$ cat src/rtl/decim_accumulator.sv
// Decimating accumulator: sums decim_len consecutive valid samples into one frame sum.
// Latency: 1 cycle from the frame's last accepted sample to valid_out (2 with DECIM_ACC_AVG_EN).
// Backpressure: none; every valid_in sample is consumed, and gaps in valid_in simply pause the frame.
//
// Optional build macro: DECIM_ACC_AVG_EN adds one output register stage that
// converts the frame sum into a rounded average: (sum + 2^(AVG_SHIFT-1)) >>> AVG_SHIFT.
//
// Ports:
//   clk          - single clock for the whole block
//   rst          - synchronous, active-high reset (priority over everything)
//   decim_len    - frame length in valid samples; 0 acts as 1, > MAX_DECIM acts as MAX_DECIM
//   frame_clear  - abort the current frame; a coincident sample is discarded
//   valid_in     - qualifier for data_in
//   data_in      - signed sample from the adder tree
//   data_out     - signed frame sum (or rounded average), held until the next result
//   valid_out    - one-cycle strobe marking a new data_out
//   frame_active - high while a frame is partially accumulated
module decim_accumulator #(
    parameter  int DATA_WIDTH = 19,
    parameter  int MAX_DECIM  = 1024,
    parameter  int AVG_SHIFT  = 10,
    localparam int CNT_WIDTH  = $clog2(MAX_DECIM) + 1,
    localparam int ACC_WIDTH  = DATA_WIDTH + $clog2(MAX_DECIM)
) (
    input  logic                  clk,
    input  logic                  rst,
    input  logic [CNT_WIDTH-1:0]  decim_len,
    input  logic                  frame_clear,
    input  logic                  valid_in,
    input  logic [DATA_WIDTH-1:0] data_in,
    output logic [ACC_WIDTH-1:0]  data_out,
    output logic                  valid_out,
    output logic                  frame_active
);

    localparam logic [CNT_WIDTH-1:0] LEN_ONE = CNT_WIDTH'(1);
    localparam logic [CNT_WIDTH-1:0] LEN_MAX = CNT_WIDTH'(MAX_DECIM);

    // The averaging shift may not exceed the accumulator growth bits; beyond
    // that the rounded result would no longer be a meaningful average.
    if (AVG_SHIFT < 0 || AVG_SHIFT > $clog2(MAX_DECIM)) begin : g_bad_shift
        $error("decim_accumulator: AVG_SHIFT out of range");
    end

    typedef enum logic {
        IDLE  = 1'b0,
        ACCUM = 1'b1
    } state_t;

    state_t                 state_q,   state_d;
    logic [ACC_WIDTH-1:0]   acc_q,     acc_d;
    logic [CNT_WIDTH-1:0]   cnt_q,     cnt_d;
    logic [CNT_WIDTH-1:0]   len_lat_q, len_lat_d;
    logic [ACC_WIDTH-1:0]   sum_q,     sum_d;
    logic                   sum_vld_q, sum_vld_d;

    logic [CNT_WIDTH-1:0]   len_eff;
    logic [ACC_WIDTH-1:0]   sample_ext;
    logic [ACC_WIDTH-1:0]   acc_sum;
    logic [CNT_WIDTH-1:0]   cnt_inc;
    logic                   last_smp;

    // Frame length as seen by a frame starting this cycle.
    always_comb begin
        len_eff = decim_len;
        if (decim_len == '0) begin
            len_eff = LEN_ONE;
        end else if (decim_len > LEN_MAX) begin
            len_eff = LEN_MAX;
        end
    end

    // Sign-extend before adding; ACC_WIDTH leaves log2(MAX_DECIM) guard bits,
    // so a full frame of full-scale samples cannot wrap.
    always_comb begin
        sample_ext = {{(ACC_WIDTH - DATA_WIDTH){data_in[DATA_WIDTH-1]}}, data_in};
        acc_sum    = acc_q + sample_ext;
        cnt_inc    = cnt_q + LEN_ONE;
        // >= rather than == so a frame can never run past its latched length.
        last_smp   = (cnt_inc >= len_lat_q);
    end

    // Next-state / datapath.
    always_comb begin
        state_d   = state_q;
        acc_d     = acc_q;
        cnt_d     = cnt_q;
        len_lat_d = len_lat_q;
        sum_d     = sum_q;
        sum_vld_d = 1'b0;

        if (frame_clear) begin
            // Clear wins over a coincident sample, including a completing one.
            state_d = IDLE;
            acc_d   = '0;
            cnt_d   = '0;
        end else if (valid_in) begin
            case (state_q)
                IDLE: begin
                    len_lat_d = len_eff;
                    if (len_eff == LEN_ONE) begin
                        // Single-sample frames bypass the accumulator.
                        sum_d     = sample_ext;
                        sum_vld_d = 1'b1;
                    end else begin
                        acc_d   = sample_ext;
                        cnt_d   = LEN_ONE;
                        state_d = ACCUM;
                    end
                end
                ACCUM: begin
                    if (last_smp) begin
                        sum_d     = acc_sum;
                        sum_vld_d = 1'b1;
                        acc_d     = '0;
                        cnt_d     = '0;
                        state_d   = IDLE;
                    end else begin
                        acc_d = acc_sum;
                        cnt_d = cnt_inc;
                    end
                end
                default: begin
                    state_d = IDLE;
                    acc_d   = '0;
                    cnt_d   = '0;
                end
            endcase
        end
    end

    always_ff @(posedge clk) begin
        if (rst) begin
            state_q   <= IDLE;
            acc_q     <= '0;
            cnt_q     <= '0;
            len_lat_q <= '0;
            sum_q     <= '0;
            sum_vld_q <= 1'b0;
        end else begin
            state_q   <= state_d;
            acc_q     <= acc_d;
            cnt_q     <= cnt_d;
            len_lat_q <= len_lat_d;
            sum_q     <= sum_d;
            sum_vld_q <= sum_vld_d;
        end
    end

    assign frame_active = (state_q == ACCUM);

`ifdef DECIM_ACC_AVG_EN
    // Round half toward +inf, then arithmetic shift. The rounding constant is
    // at most MAX_DECIM/2 and the largest positive sum is at least MAX_DECIM
    // below the ACC_WIDTH ceiling, so the addition cannot overflow.
    localparam logic [ACC_WIDTH-1:0] RND_C =
        (AVG_SHIFT == 0) ? '0
                         : (ACC_WIDTH'(1) << ((AVG_SHIFT == 0) ? 0 : (AVG_SHIFT - 1)));

    logic signed [ACC_WIDTH-1:0] rnd_sum;
    logic [ACC_WIDTH-1:0]        avg_q, avg_d;
    logic                        avg_vld_q, avg_vld_d;

    always_comb begin
        rnd_sum   = $signed(sum_q + RND_C);
        avg_vld_d = sum_vld_q;
        avg_d     = avg_q;
        if (sum_vld_q) begin
            avg_d = rnd_sum >>> AVG_SHIFT;
        end
    end

    // This stage is independent of frame_clear: a finished frame always emerges.
    always_ff @(posedge clk) begin
        if (rst) begin
            avg_q     <= '0;
            avg_vld_q <= 1'b0;
        end else begin
            avg_q     <= avg_d;
            avg_vld_q <= avg_vld_d;
        end
    end

    assign data_out  = avg_q;
    assign valid_out = avg_vld_q;
`else
    assign data_out  = sum_q;
    assign valid_out = sum_vld_q;
`endif

endmodule

$ cat config.mk
export PLATFORM = sky130hd
export DESIGN_NAME = decim_accumulator
export DESIGN_NICKNAME = d
export VERILOG_FILES = /design/src/rtl/decim_accumulator.sv
export SDC_FILE = /design/constraint.sdc
export NUM_CORES = 1
export LEC_CHECK = 0
export BUFFER_PORTS_ARGS = -buffer_cell sky130_fd_sc_hd__buf_4
export CORE_UTILIZATION = 25
export DETAILED_ROUTE_END_ITERATION = 12
export HOLD_SLACK_MARGIN = 0.15
export SLEW_MARGIN = 5
export SYNTH_ARGS = -nofsm -noshare
export SYNTH_HDL_FRONTEND = slang
export SYNTH_SLANG_ARGS = --single-unit
$ cat constraint.sdc
create_clock -name clk -period 3 [get_ports clk]
set_input_delay 0.15 -clock clk [delete_from_list [all_inputs] [get_ports clk]]
set_output_delay 0.15 -clock clk [all_outputs]
set_load 0.03 [all_outputs]
# == Word level (Yosys, flattened, before mapping) ==
# Index checks and enable logic that the tools add are counted.
# classes
mux,17
order_cmp,2
eq_ne,4
n_bitwise,3
addsub,2
n_reduce_logical,6
# ops
op,n
$mux W29,4
$pmux W29 S2,2
$mux W11,4
$add A29 B29 Y29,1
$pmux W11 S2,1
$add A11 B1 Y11 const B,1
$eq A11 B1 Y1 const B,1
$ge A11 B11 Y1,1
$gt A11 B11 Y1 const B,1
$logic_not A11 Y1,1
$mux W1,4
$ne A2 B2 Y1 const B,2
$pmux W1 S2,2
$reduce_and A4 Y1,1
$not A1 Y1,3
$reduce_and A3 Y1,1
$reduce_or A3 Y1,1
$ne A2 B1 Y1 const B,1
$reduce_and A2 Y1,1
$reduce_or A2 Y1,1
# word_totals
ff_bits,82
out_inout_bits,31
in_bits,34
word_cells,40

# == Depth between registers and ports, before layout ==
# logic_depth
word_depth,6
ltp_mapped,15
mapped_depth_nobuf,13

# == Least setup slack after synthesis ==
# OpenSTA, ideal clock, no wires.
# synth_path
kind,reg-to-reg
from,register cnt_q[0]
to,register cnt_q[2]
arrival_time_ns,2.807
setup_slack_ns,0.135
t_required_ns,2.943
setup_ns,0.057
path_stages_with_launch,14
period_less_slack_ns,2.865
cell_sequence,dfxtp_1 > ha_1 > and3_1 > and3_1 > xor2_1 > ha_1 > a21o_1 > a21oi_1 > o21ai_0 > o21ai_1 > nand2_1 > buf_2 > nor3b_1 > a21o_1
# synth_between
elab_chain_len,4
# synth_lines
item,line_no,text
from (decl),52,"logic [CNT_WIDTH-1:0] cnt_q, cnt_d;"
from (signal assigned),143,cnt_q <= cnt_d;
$add A11 B1 Y11 *,78,cnt_inc = cnt_q + LEN_ONE;
$ge A11 B11 Y1,80,last_smp = (cnt_inc >= len_lat_q);
$mux W11 *,112,if (last_smp) begin
$pmux W11 S2 *,98,case (state_q)
# Mark *: on every way between the ends. The rest lies on a longest branch, timed or not.
# A chain may end at the register's enable or synchronous reset.

# == Worst setup path after layout ==
# layout_path
from,register cnt_q[4]
to,register acc_q[11]
# layout_between
elab_chain_len,4
# layout_lines
item,line_no,text
$add A11 B1 Y11,78,
$ge A11 B11 Y1,80,
$mux W29,112,
$pmux W29 S2,98,
to (signal assigned),135,acc_q <= '0;
to (signal assigned),142,acc_q <= acc_d;
to (decl),51,"logic [ACC_WIDTH-1:0] acc_q, acc_d;"
# Every way passes these cells.

==> impl_results.md <==
* Status: finished, final reports clean
* Total CTS buffers at 9
* Initial DRT Pass Iterations at 5
* Area leader, netlist: dfxtp_1
* Final min period at 2.86 ns
* Fmax at 349 MHz
* Non-Filler Instances at 1010
* CTS tree: done
* Worst slew pin tran at 0.745 ns
* FFs w/ async S/R, synth at 0%
* Placed cell count at 979
* Mean Syn Cell Area at 8.07 µm²
* Ys flop type: dfxtp_1
* Commonest cells in the netlist: dfxtp_1, nor2_1, a21oi_1
* Slew Limit Fails at 0
* Count leader, synth: dfxtp_1
* Max VDD drop at 0.000265 V
* Setup CP Type: reg -> reg
* Area grow syn2layout at 26.8%
* ANT cells at 0
* Routed Antenna Nets at 0
* Lkg Pwr at 2.80 nW
* Chip height at 146 µm
* Netlist cell types at 58
* RR Startpoint: cnt_q[4]
* DP HPWL at 10900 µm
* IO Count at 65
* I/O Buffers at 64
* GR Util All Layers at 13.7%
* DP Area at 0.00610 mm²
* CP startpoint: cnt_q[4]
* Vias per cell at 4.79
* WL final at 14200 µm
* CP Max Fanout at 7
* Max transition margin at 50.4%
* Via count at 4833
* Number of flops mapped to enable cells by yosys at 0
* Cells after synthesis at 646
* First-pass GRT wire length at 23500 µm
* Crit share post-route at 95.4%
* CTS clk-pin slew, worst paths at 0.07 ns
* Clock skew at 0.00905 ns
* Crit start category: register
* Worst hold path startpoint: data_in[13]
* Final Hold Viols at 0
* CP endpoint kind: register
* Setup TNS at 0 ns
* Post-layout net count at 810
* H-tree depth at 3
* Initial antenna violation count at 0
* Initial Util at 25.6%
* Synthesized Nets at 721
* Root Buffer: clkbuf_16
* Yosys warns at 0
* PwrDens at 433 mW/mm²
* Initial drt markers at 378
* Final setup fails at 0
* GPL Wtd Cong at 0.915
* Clock sinks at 82
* Register area share after synthesis at 31.5%
* Die Footprint at 0.0214 mm²
* Max-cap violations at 0
* Clock Latency Late Sink at 0.35 ns
* Clock Tree Buf Depth at 2
* Vias in the first global route at 4583
* Routed len/inst at 14.1 µm
* Hold WC Path Type: in -> reg
* Total global routing overflow at 0
* Mapped cell area at 0.00521 mm²
* Flops & latches, synth at 82
* WP data required at 3.27 ns
* Synth top area cells: dfxtp_1, ha_1, a21oi_1
* Core Box Area at 0.0204 mm²
* Share of cells above drive strength 1 at 19.5%
* # rows at 52
* Synth top area share at 31.5%
* Drt drc at 0
* Design area at 0.00661 mm²
* DIE WIDTH at 146 µm
* Crit path DAT at 3.13 ns
* Largest net degree at the start of global routing at 28
==> path summary, 6_finish.rpt <==
path	endpoint	slack (ns)	cells after the start
max	acc_q[11]	0.14	14
min	acc_q[13]	0.15	3
max reg2reg	acc_q[11]	0.14	14
min reg2reg	acc_q[18]	0.45	2
==> state kept, by name, indices dropped and copies added, names as in the netlist <==
register,flops
acc_q,29
data_out,29
cnt_q,11
len_lat_q,11
frame_active,1
valid_out,1
==> worst max-delay path: stages (launching register included) <==
cell,delay (ns)
dfxtp_2,0.34
and3_1,0.19
and3_1,0.19
buf_4,0.14
xor2_1,0.13
ha_1,0.28
a21o_1,0.15
a21oi_1,0.14
o21a_1,0.14
o21ai_0,0.07
buf_4,0.15
a21o_1,0.19
a21oi_2,0.36
a22oi_1,0.15
nor2_1,0.15
==> stage by stage <==
stage / hold slack [ns] / setup slack, ns / power, mW / util [%]
after floorplan: 0.298 / 0.135 / 1.54 / -
after global placement: 0.399 / 0.00345 / 1.71 / 30.0
after detailed placement: 0.405 / -0.0507 / 1.71 / 30.0
after CTS: 0.154 / 0.0426 / 2.88 / 32.1
after global routing: 0.194 / -0.00972 / 3.00 / 32.5
final: 0.154 / 0.138 / 2.86 / 32.5
==> cells in the final DEF, fill, tap and decap left out, drive strengths merged, types with 6 or more instances in the layout <==
cell type	synthesis	final
o22ai	12	12
a21o	18	18
dlygate4sd3	0	13
ha	40	40
xor2	16	16
or2	6	6
nand2b	9	9
xnor2	20	20
clkbuf	24	11
o21ai	47	47
o21a	10	10
a211oi	18	18
a22oi	9	9
nor2b	7	7
nor2	75	75
dfxtp	82	82
inv	25	26
nand3	14	14
nand2	55	55
mux2i	13	13
buf	6	95
nor3b	11	11
a21oi	68	68
==> metal layers <==
layer	part of all wire [%]	GRT usage, %	vias up
met2	46	22.6	94
li1	-	-	2495
met5	0	0	-
met3	4.3	3.22	15
met4	1.4	4.43	0
met1	48	17.6	2229
==> where the power goes <==
part / internal [mW] / switching (mW)
logic: 0.240 / 0.326
registers: 1.12 / 0.0214
clock network: 0.673 / 0.481
==> kinds of logic (layout without fill, tap and decap cells) <==
kind of cell             Yosys count  after routing  synth area share, %
AO/OA/AOI/OAI                    214            214                 26.2
XOR/XNOR                          36             36                 6.05
adder cells (fa/ha/maj)           41             41                 9.99
buffers and inverters             55            149                 5.09
flip-flops                        82             82                 31.5
multiplexers                      17             17                 3.36
AND/OR/NAND/NOR                  201            201                 17.7
==> cell type report <==
cell class	instances	area, µm²
multi-input combinational	509	3360
timing repair buffer	108	868
tap	270	338
clock inverter	5	62.6
sequential	82	1650
fill	2136	13800
clock buffer	11	243
inverter	25	93.8
==> what timing repair did <==
item	in CTS	in global routing
hold buffers	13	0
resized for setup	1	14
setup endpoints to repair	6	40
endpoints found under the hold margin	27	0
buffers inserted	0	2
pin swaps	0	2
Note: power is estimated with default switching activity, not from simulation.
